===== src/rtl/word_serializer_pkg.sv =====
// Shared types and defaults for the serial word link transmitter.
package serial_pkg;

  typedef enum logic {
    S_IDLE  = 1'b0,
    S_SHIFT = 1'b1
  } state_t;

  localparam int DEFAULT_WIDTH = 8;

endpackage


===== src/rtl/word_serializer_if.sv =====
// Word-in / bit-out bundle between an upstream producer and word_serializer.
interface word_serializer_if
  import serial_pkg::*;
#(
  parameter int WIDTH = DEFAULT_WIDTH
);
  logic [WIDTH-1:0] in_word;
  logic             in_valid;
  logic             in_ready;
  logic             bit_en;
  logic             ser_data;
  logic             ser_valid;
  logic             ser_last;
  logic             busy;

  modport master (
    output in_word, in_valid, bit_en,
    input  in_ready, ser_data, ser_valid, ser_last, busy
  );

  modport slave (
    input  in_word, in_valid, bit_en,
    output in_ready, ser_data, ser_valid, ser_last, busy
  );
endinterface


===== src/rtl/word_serializer_counter.sv =====
// Modulo-WIDTH bit index counter; tc flags the final index of a word.
module mod_counter #(
  parameter int WIDTH = 8,
  parameter int CW    = $clog2(WIDTH)
) (
  input  logic          clk,
  input  logic          reset,
  input  logic          clr,
  input  logic          en,
  output logic [CW-1:0] cnt,
  output logic          tc
);

  assign tc = (cnt == CW'(WIDTH - 1));

  always_ff @(posedge clk) begin
    if (reset || clr) cnt <= '0;
    else if (en)      cnt <= tc ? '0 : cnt + 1'b1;
  end

endmodule


===== src/rtl/word_serializer.sv =====
// Parallel-to-serial transmitter: one word per handshake, one bit per bit_en strobe,
// with reload on the final bit so back-to-back words stream without a gap.
module word_serializer
  import serial_pkg::*;
#(
  parameter int WIDTH     = DEFAULT_WIDTH,
  parameter bit MSB_FIRST = 1'b1
) (
  input  logic               clk,
  input  logic               reset,
  word_serializer_if.slave   bus
);

  localparam int CW = $clog2(WIDTH);

  state_t           state, state_nxt;
  logic [WIDTH-1:0] shreg;
  logic [CW-1:0]    idx;
  logic             tc;
  logic             shifting;
  logic             in_ready;
  logic             hs;
  logic             advance;

  assign shifting = (state == S_SHIFT);
  assign advance  = shifting && bus.bit_en;
  assign hs       = bus.in_valid && in_ready;

  always_ff @(posedge clk) begin
    if (reset) state <= S_IDLE;
    else       state <= state_nxt;
  end

  // in_ready depends only on state, bit_en and reset, never on in_valid.
  always_comb begin
    state_nxt = state;
    in_ready  = 1'b0;
    unique case (state)
      S_IDLE: begin
        in_ready = 1'b1;
        if (bus.in_valid) state_nxt = S_SHIFT;
      end
      S_SHIFT: begin
        in_ready = tc && bus.bit_en;
        if (tc && bus.bit_en && !bus.in_valid) state_nxt = S_IDLE;
      end
      default: state_nxt = S_IDLE;
    endcase
    if (reset) in_ready = 1'b0;
  end

  // The final shift leaves shreg all-zero, so an idle block holds no stale data.
  always_ff @(posedge clk) begin
    if (reset)        shreg <= '0;
    else if (hs)      shreg <= bus.in_word;
    else if (advance) shreg <= MSB_FIRST ? {shreg[WIDTH-2:0], 1'b0}
                                         : {1'b0, shreg[WIDTH-1:1]};
  end

  mod_counter #(.WIDTH(WIDTH), .CW(CW)) u_idx (
    .clk   (clk),
    .reset (reset),
    .clr   (hs),
    .en    (advance),
    .cnt   (idx),
    .tc    (tc)
  );

  assign bus.in_ready  = in_ready;
  assign bus.ser_valid = shifting;
  assign bus.busy      = shifting;
  assign bus.ser_last  = shifting && tc;
  assign bus.ser_data  = shifting && (MSB_FIRST ? shreg[WIDTH-1] : shreg[0]);

endmodule


===== src/flat_wrapper.sv =====
// flat-port wrapper written by rule: the top's interface ports become plain ports
module word_serializer_flat import serial_pkg::*;
#(
  parameter int WIDTH     = DEFAULT_WIDTH,
  parameter bit MSB_FIRST = 1'b1
)
  (clk, reset, bus_in_word, bus_in_valid, bus_bit_en, bus_in_ready, bus_ser_data, bus_ser_valid, bus_ser_last, bus_busy);
  word_serializer_if #(.WIDTH(WIDTH)) bus_i ();
  input  logic clk;
  input  logic reset;
  input wire logic [$bits(bus_i.in_word)-1:0] bus_in_word;
  input wire logic [$bits(bus_i.in_valid)-1:0] bus_in_valid;
  input wire logic [$bits(bus_i.bit_en)-1:0] bus_bit_en;
  output wire logic [$bits(bus_i.in_ready)-1:0] bus_in_ready;
  output wire logic [$bits(bus_i.ser_data)-1:0] bus_ser_data;
  output wire logic [$bits(bus_i.ser_valid)-1:0] bus_ser_valid;
  output wire logic [$bits(bus_i.ser_last)-1:0] bus_ser_last;
  output wire logic [$bits(bus_i.busy)-1:0] bus_busy;
  assign bus_i.in_word = bus_in_word;
  assign bus_i.in_valid = bus_in_valid;
  assign bus_i.bit_en = bus_bit_en;
  assign bus_in_ready = bus_i.in_ready;
  assign bus_ser_data = bus_i.ser_data;
  assign bus_ser_valid = bus_i.ser_valid;
  assign bus_ser_last = bus_i.ser_last;
  assign bus_busy = bus_i.busy;
  word_serializer #(.WIDTH(WIDTH), .MSB_FIRST(MSB_FIRST)) u_core (.clk(clk), .reset(reset), .bus(bus_i));
endmodule

===== config.mk =====
export PLATFORM = sky130hd
export DESIGN_NAME = word_serializer_flat
export DESIGN_NICKNAME = d
export VERILOG_FILES = /design/src/rtl/word_serializer_pkg.sv /design/src/rtl/word_serializer_if.sv /design/src/rtl/word_serializer_counter.sv /design/src/rtl/word_serializer.sv /design/src/flat_wrapper.sv
export SDC_FILE = /design/constraint.sdc
export NUM_CORES = 1
export LEC_CHECK = 0
export CORE_MARGIN = 1
export CORE_UTILIZATION = 40
export CTS_CLUSTER_SIZE = 25
export DETAILED_ROUTE_END_ITERATION = 8
export GPL_TIMING_DRIVEN = 0
export PLACE_DENSITY = 0.8
export SYNTH_ARGS = -nofsm -noshare
export SYNTH_HDL_FRONTEND = slang
export SYNTH_HIERARCHICAL = 1
export SYNTH_SLANG_ARGS = --single-unit

===== constraint.sdc =====
create_clock -name clk -period 2.14 [get_ports clk]
set_input_delay 0.428 -clock clk [delete_from_list [all_inputs] [get_ports clk]]
set_output_delay 0.428 -clock clk [all_outputs]
set_load 0.02 [all_outputs]

* After elaboration in Yosys (flattened, before gate mapping)
Cells that the tools add are included.
** Cells by class
- Multiply operators :: 0
- Add/subtract/negate cells :: 1
- Equality and inequality tests :: 1
- Div/mod/pow operators :: 0
- Bitwise operators :: 1
- $lt $le $gt $ge :: 0
- Shifts and indexed selects :: 0
- Reductions and logical operators :: 9
- Multiplexer cells :: 8
** Operator list (number)
- two-way mux 8 bit :: 2
- logical AND 1 bit :: 6
- case mux 1 bit (2 select lines) :: 2
- adder 3 x 1 -> 3 bit, second input constant :: 1
- equality test 3 bit, second input constant :: 1
- two-way mux 1 bit :: 3
- two-way mux 3 bit :: 1
- nonzero test 2 bit :: 1
- zero test 1 bit :: 1
- logical OR 1 bit :: 1
- inverter 1 bit :: 1
** Word-level totals
- Latch bits :: 0
- Bits in registers :: 12
- Word-level logic and storage cells :: 23
- Input port bits :: 12
- Output and inout bits :: 5
- Memories kept :: 0
- Memory bits (writable) :: 0
- Bits in read-only memories :: 0

* Logic depth before layout (Yosys ltp)
Gate-level depths: netlist (run 1).
- Word-level depth :: 6
- Gate-level depth with buffers :: 8
- Gate-level depth less buffers :: 6

* Hierarchy
The synthesis (run 1) kept the hierarchy.
** By module, submodules not included
- word_serializer :: instances 1, sequential area each 180.2 µm², area an instance 495.5 µm², cells an instance 58
- mod_counter :: instances 1, sequential area each 60.1 µm², area an instance 142.6 µm², cells an instance 12

* Worst setup path after synthesis (run 1)
Ideal clock, no wire load.
- Path kind :: register to register
- Start :: reg u_core.u_idx.cnt[0]
- End :: reg u_core.u_idx.cnt[0]
- Required time :: 2.061 ns
- Path buffers :: 2
- Data arrival time :: 1.579 ns
- Stages on the path, launching flop included :: 9
- Period minus slack after synthesis :: 1.658 ns
- Library setup time :: 0.079 ns
- Path slack :: 0.482 ns
- Path through :: dfxtp_1 ha_1 ha_1 a21bo_1 buf_6 and2_4 buf_6 nor2b_1 a211oi_2
** On the way
- Cells in the longest elaborated chain, start to end :: 6
- Elaborated cells between the ends (all ways) :: 8
- Those cells by class :: 1 x add/sub; 1 x eq/ne; 3 x mux; 3 x reduce/logical
** RTL lines
- from (decl) :: RTL line word_serializer_counter.sv:10 : output logic [CW-1:0] cnt,
- from (signal assigned) :: RTL line word_serializer_counter.sv:18 : else if (en) cnt <= tc ? '0 : cnt + 1'b1;
- equality test 3 bit :: RTL line word_serializer_counter.sv:14 : assign tc = (cnt == CW'(WIDTH - 1));
- net u_core.tc :: RTL line word_serializer.sv:19 : logic tc;
- logical AND 1 bit :: RTL line word_serializer.sv:44 : in_ready = tc && bus.bit_en;
- case mux 1 bit (2 select lines) :: RTL line word_serializer.sv:38 : unique case (state)
- two-way mux 1 bit :: RTL line word_serializer.sv:49 : if (reset) in_ready = 1'b0;
- logical AND 1 bit :: RTL line word_serializer.sv:27 : assign hs = bus.in_valid && in_ready;
- net u_core.hs :: RTL line word_serializer.sv:22 : logic hs;
- logical OR 1 bit :: RTL line word_serializer_counter.sv:17 : if (reset || clr) cnt <= '0;
The timed path passes the listed nets, and every way through them passes these cells.
A chain may end at the register's enable or synchronous reset.

* Worst setup path after layout (run 1)
- Start :: in reset
- End :: out bus_in_ready
** On the way
- Cells in the longest elaborated chain, start to end :: 1
** RTL lines
- from (decl) :: RTL line flat_wrapper.sv:10 : input logic reset;
- two-way mux 1 bit :: RTL line word_serializer.sv:49
- to (decl) :: RTL line flat_wrapper.sv:14 : output wire logic [$bits(bus_i.in_ready)-1:0] bus_in_ready;
Every way passes these cells.

==> metrics.csv, run 1 <==
stage,metric,value,unit
outcome,status,finished clean,
synthesis,synth-compound-area-share,23.9,%
finish,drive_gt1_share,12.4,%
pwr,powerDensity,622,mW/mm2
clock_network,path_clk_slew,0.08,ns
synthesis,ys_seq_area_share,37.6,%
global_routing,gr-total-overflow,0,
synthesis,synth-main-ff-cell,dfxtp_1,
synthesis,synth_top_cell_by_area,dfxtp_1,
critical_path,cp_cell_sequence,"clkdlybuf4s50_1, clkbuf_2, nor2_1, dlygate4sd2_1",
critical_path,critical-path-top-delay-family,buffers and inverters,
die,core_area,0.00151,mm2
synthesis,synth_cell_type_count,22,
pwr,ir_worst_vdd,0.274,mV
critical_path,cp_slowest_cell,clkdlybuf4s50_1,
global_routing,grt_max_degree,12,
timing,fmax,482,MHz
critical_path,setup.worst_path.end_class,output port,
clock_network,clock_path_buffers,2,
pwr,seq_power_share,46.4,%
finish,regArea,240,um2
synthesis,synthArstFlopShare,0,%
placed_design,place_ws,-0.364,ns
pwr,p_sw,0.130,mW
synthesis,synthTopCellsByArea,"dfxtp_1, a221oi_1, a211oi_1",
synthesis,syn_nets,84,
clock_network,cts-root-buf,clkbuf_4,
timing,setup_ws,0.0666,ns
die,rows,14,
timing,finalHoldViolCount,0,
finish,syn_to_final_growth,33.1,%
routing,drt_wl_total,1170,um
timing,period_minus_slack,2.07,ns
routing,drt_first_iter_violations,10,
clock_network,cts.sinks,12,
critical_path,cp_max_fo,10,
finish,final_nets,104,
clock_network,clkLatencyLatePin,0.27,ns
timing,slew_headroom,74.0,%
synthesis,netlist_instances,70,
routing,drc,0,
finish,n_fill_cell,141,
synthesis,synth_edf_count,0,
critical_path,crit_type,primary input to output port,
finish,multi_input_area,323,um2
synthesis,yosysMostFrequentCell,dfxtp_1,
timing,fin_skew,0.00472,ns
critical_path,cp_data_arrival_time,1.65,ns
global_routing,antenna_found_initial,0,
timing,period_share,96.9,%
die,pin_count,17,
timing,worst_slew_pin_slew,0.390,ns
synthesis,netlist_area,638,um2
routing,wl_per_cell,11.1,um
routing,dr_total_vias,574,
critical_path,crit_buf_inv,3,
timing,rsz0062_at_grt,false,
critical_path,start_kind,primary input,
placed_design,hpwlAfterDp,842,um
routing,postRouteAntennaNets,0,
routing,viasPerCell,5.47,
synthesis,synth-xor-area-share,0,%
clock_network,cts_buffers,3,
synthesis,synthMuxAreaShare,4.71,%
synthesis,synth_top_area_share,37.6,%
routing,first_pass_iters,4,
global_routing,grt_pass1_vias,497,
synthesis,ys_ff_latch,12,
pwr,power.clock.fraction,33.9,%
die,dieArea,0.00176,mm2
timing,setup_viol,0,
pwr,swShare,24.6,%
pwr,comb_power_share,19.7,%
worst_hold_path,hp-class,flip-flop to flip-flop,
finish,antennaDiodeCount,0,
placed_design,port_buffers,16,
synthesis,synth-simple-area-share,18.0,%
critical_path,crit_required,1.71,ns
die,fp.dieW,41.9,um
job,drv_cap,0,
die,die_h,41.9,um
timing,slew_viol_final,0,
synthesis,synth_top_family_by_area,compound AO/OA/AOI/OAI gates,
critical_path,crit_path_max_incr_delay,0.56,ns
finish,stdcell_area,850,um2
placed_design,place_area,818,um2
placed_design,gp_congestion,0.725,
pwr,leakage,0.396,nW
synthesis,yosys_warnings,6,
synthesis,synthAdderAreaFrac,3.92,%
global_routing,grt_pass1_wl,1930,um
synthesis,synthTopCellsByCount,"dfxtp_1, inv_1, a211oi_1, a221oi_1, and3_1",
global_routing,grtUsageTotal,14.2,%
pwr,p_int,0.399,mW
synthesis,synth.avg_cell_area,9.12,um2
clock_network,h-tree-depth,1,
clock_network,cts_tree,built,
die,initial_core_util,42.4,%
[per-stage QoR]
step	hold WS [ns]	cells	total power, mW	setup TNS, ns	util, %
after global routing	0.515	105	0.551	0	56.4
after detailed placement	0.480	102	0.356	-0.457	54.3
after CTS	0.499	105	0.536	0	56.4
final	0.489	105	0.529	0	56.4
after global placement	0.466	102	0.354	-0.444	54.3
after floorplan	0.446	70	0.314	0	-
[layer usage]
layer / vias to the layer above / track usage (%) / wire (um)
met5: - / 0 / 0
met4: 0 / 9.03 / 25
met3: 4 / 2.61 / 43
met2: 17 / 21.9 / 525
met1: 260 / 18.0 / 575
li1: 293 / - / -
[power by group through the flow]
stage	logic, mW	registers [mW]	clock network (mW)
after floorplan	0.0637	0.250	0
after global routing	0.113	0.247	0.192
after CTS	0.104	0.245	0.186
after global placement	0.104	0.250	0
after detailed placement	0.105	0.251	0
final	0.104	0.245	0.179
[kinds of logic after synthesis]
group,count (synthesis)
buffers and inverters,15
DFF,12
adders and majority gates,2
muxes,3
AOI/OAI and AO/OA,18
and+or+nand+nor,20
[worst min-delay path: stages, from the launching register on]
cell and delay, ns:
dfxtp_1 0.33, a32oi_1 0.06, nor2_1 0.07
[placed cells by master (no fill, tap or decap), types with 2 or more instances in the layout]
cell	synthesis	layout
and2_1	2	2
dfxtp_1	12	12
ha_1	2	2
nor3_1	2	2
a221oi_1	7	7
and3_1	7	7
dlygate4sd2_1	0	3
nor2_1	4	4
mux2i_1	3	3
clkdlybuf4s50_1	0	13
a211oi_1	7	7
buf_6	2	2
inv_1	8	8
clkbuf_4	0	3
[final cells by class]
class                           instances  area share (%)
Multi-Input combinational cell         43            38.0
Tap cell                               16            2.36
Timing Repair Buffer                   16            18.4
Clock buffer                            4            4.27
Buffer                                  6            5.15
Inverter                                8            3.53
Sequential cell                        12            28.3
[registers in the layout (all words and copies together), names as in the netlist]
name / flops
u_core/bus.busy: 1
u_core/u_idx/cnt: 3
u_core/shreg: 8
[final timing paths]
path | startpoint | end | slack (ns) | depth (start not counted)
worst max-delay path | reset | bus_in_ready | 0.07 | 4
worst min register to register | u_core/shreg[0] | u_core/shreg[0] | 0.49 | 2
worst max register to register | u_core/u_idx/cnt[0] | u_core/u_idx/cnt[0] | 0.35 | 8
worst min-delay path | u_core/shreg[0] | u_core/shreg[0] | 0.49 | 2
[repair_timing]
action / CTS / global route
setup buffers: 0 / 0
setup endpoints to repair: 3 / 2
hold buffers: 0 / 0
pin swaps: 0 / 0
gates resized for setup: 5 / 2
Power figures use the tool's default switching activity.
==> run 2, diff against run 1 <==
Settings changed: CTS_CLUSTER_SIZE 25 to 10.
==> results of run 2 <==
The final DEF is identical to that of run 1; final timing and power are the same.
==> run 3, diff against run 2 <==
Settings changed: TNS_END_PERCENT from default to 10.
==> results of run 3 <==
The final DEF is identical to that of run 1; final timing and power are the same.
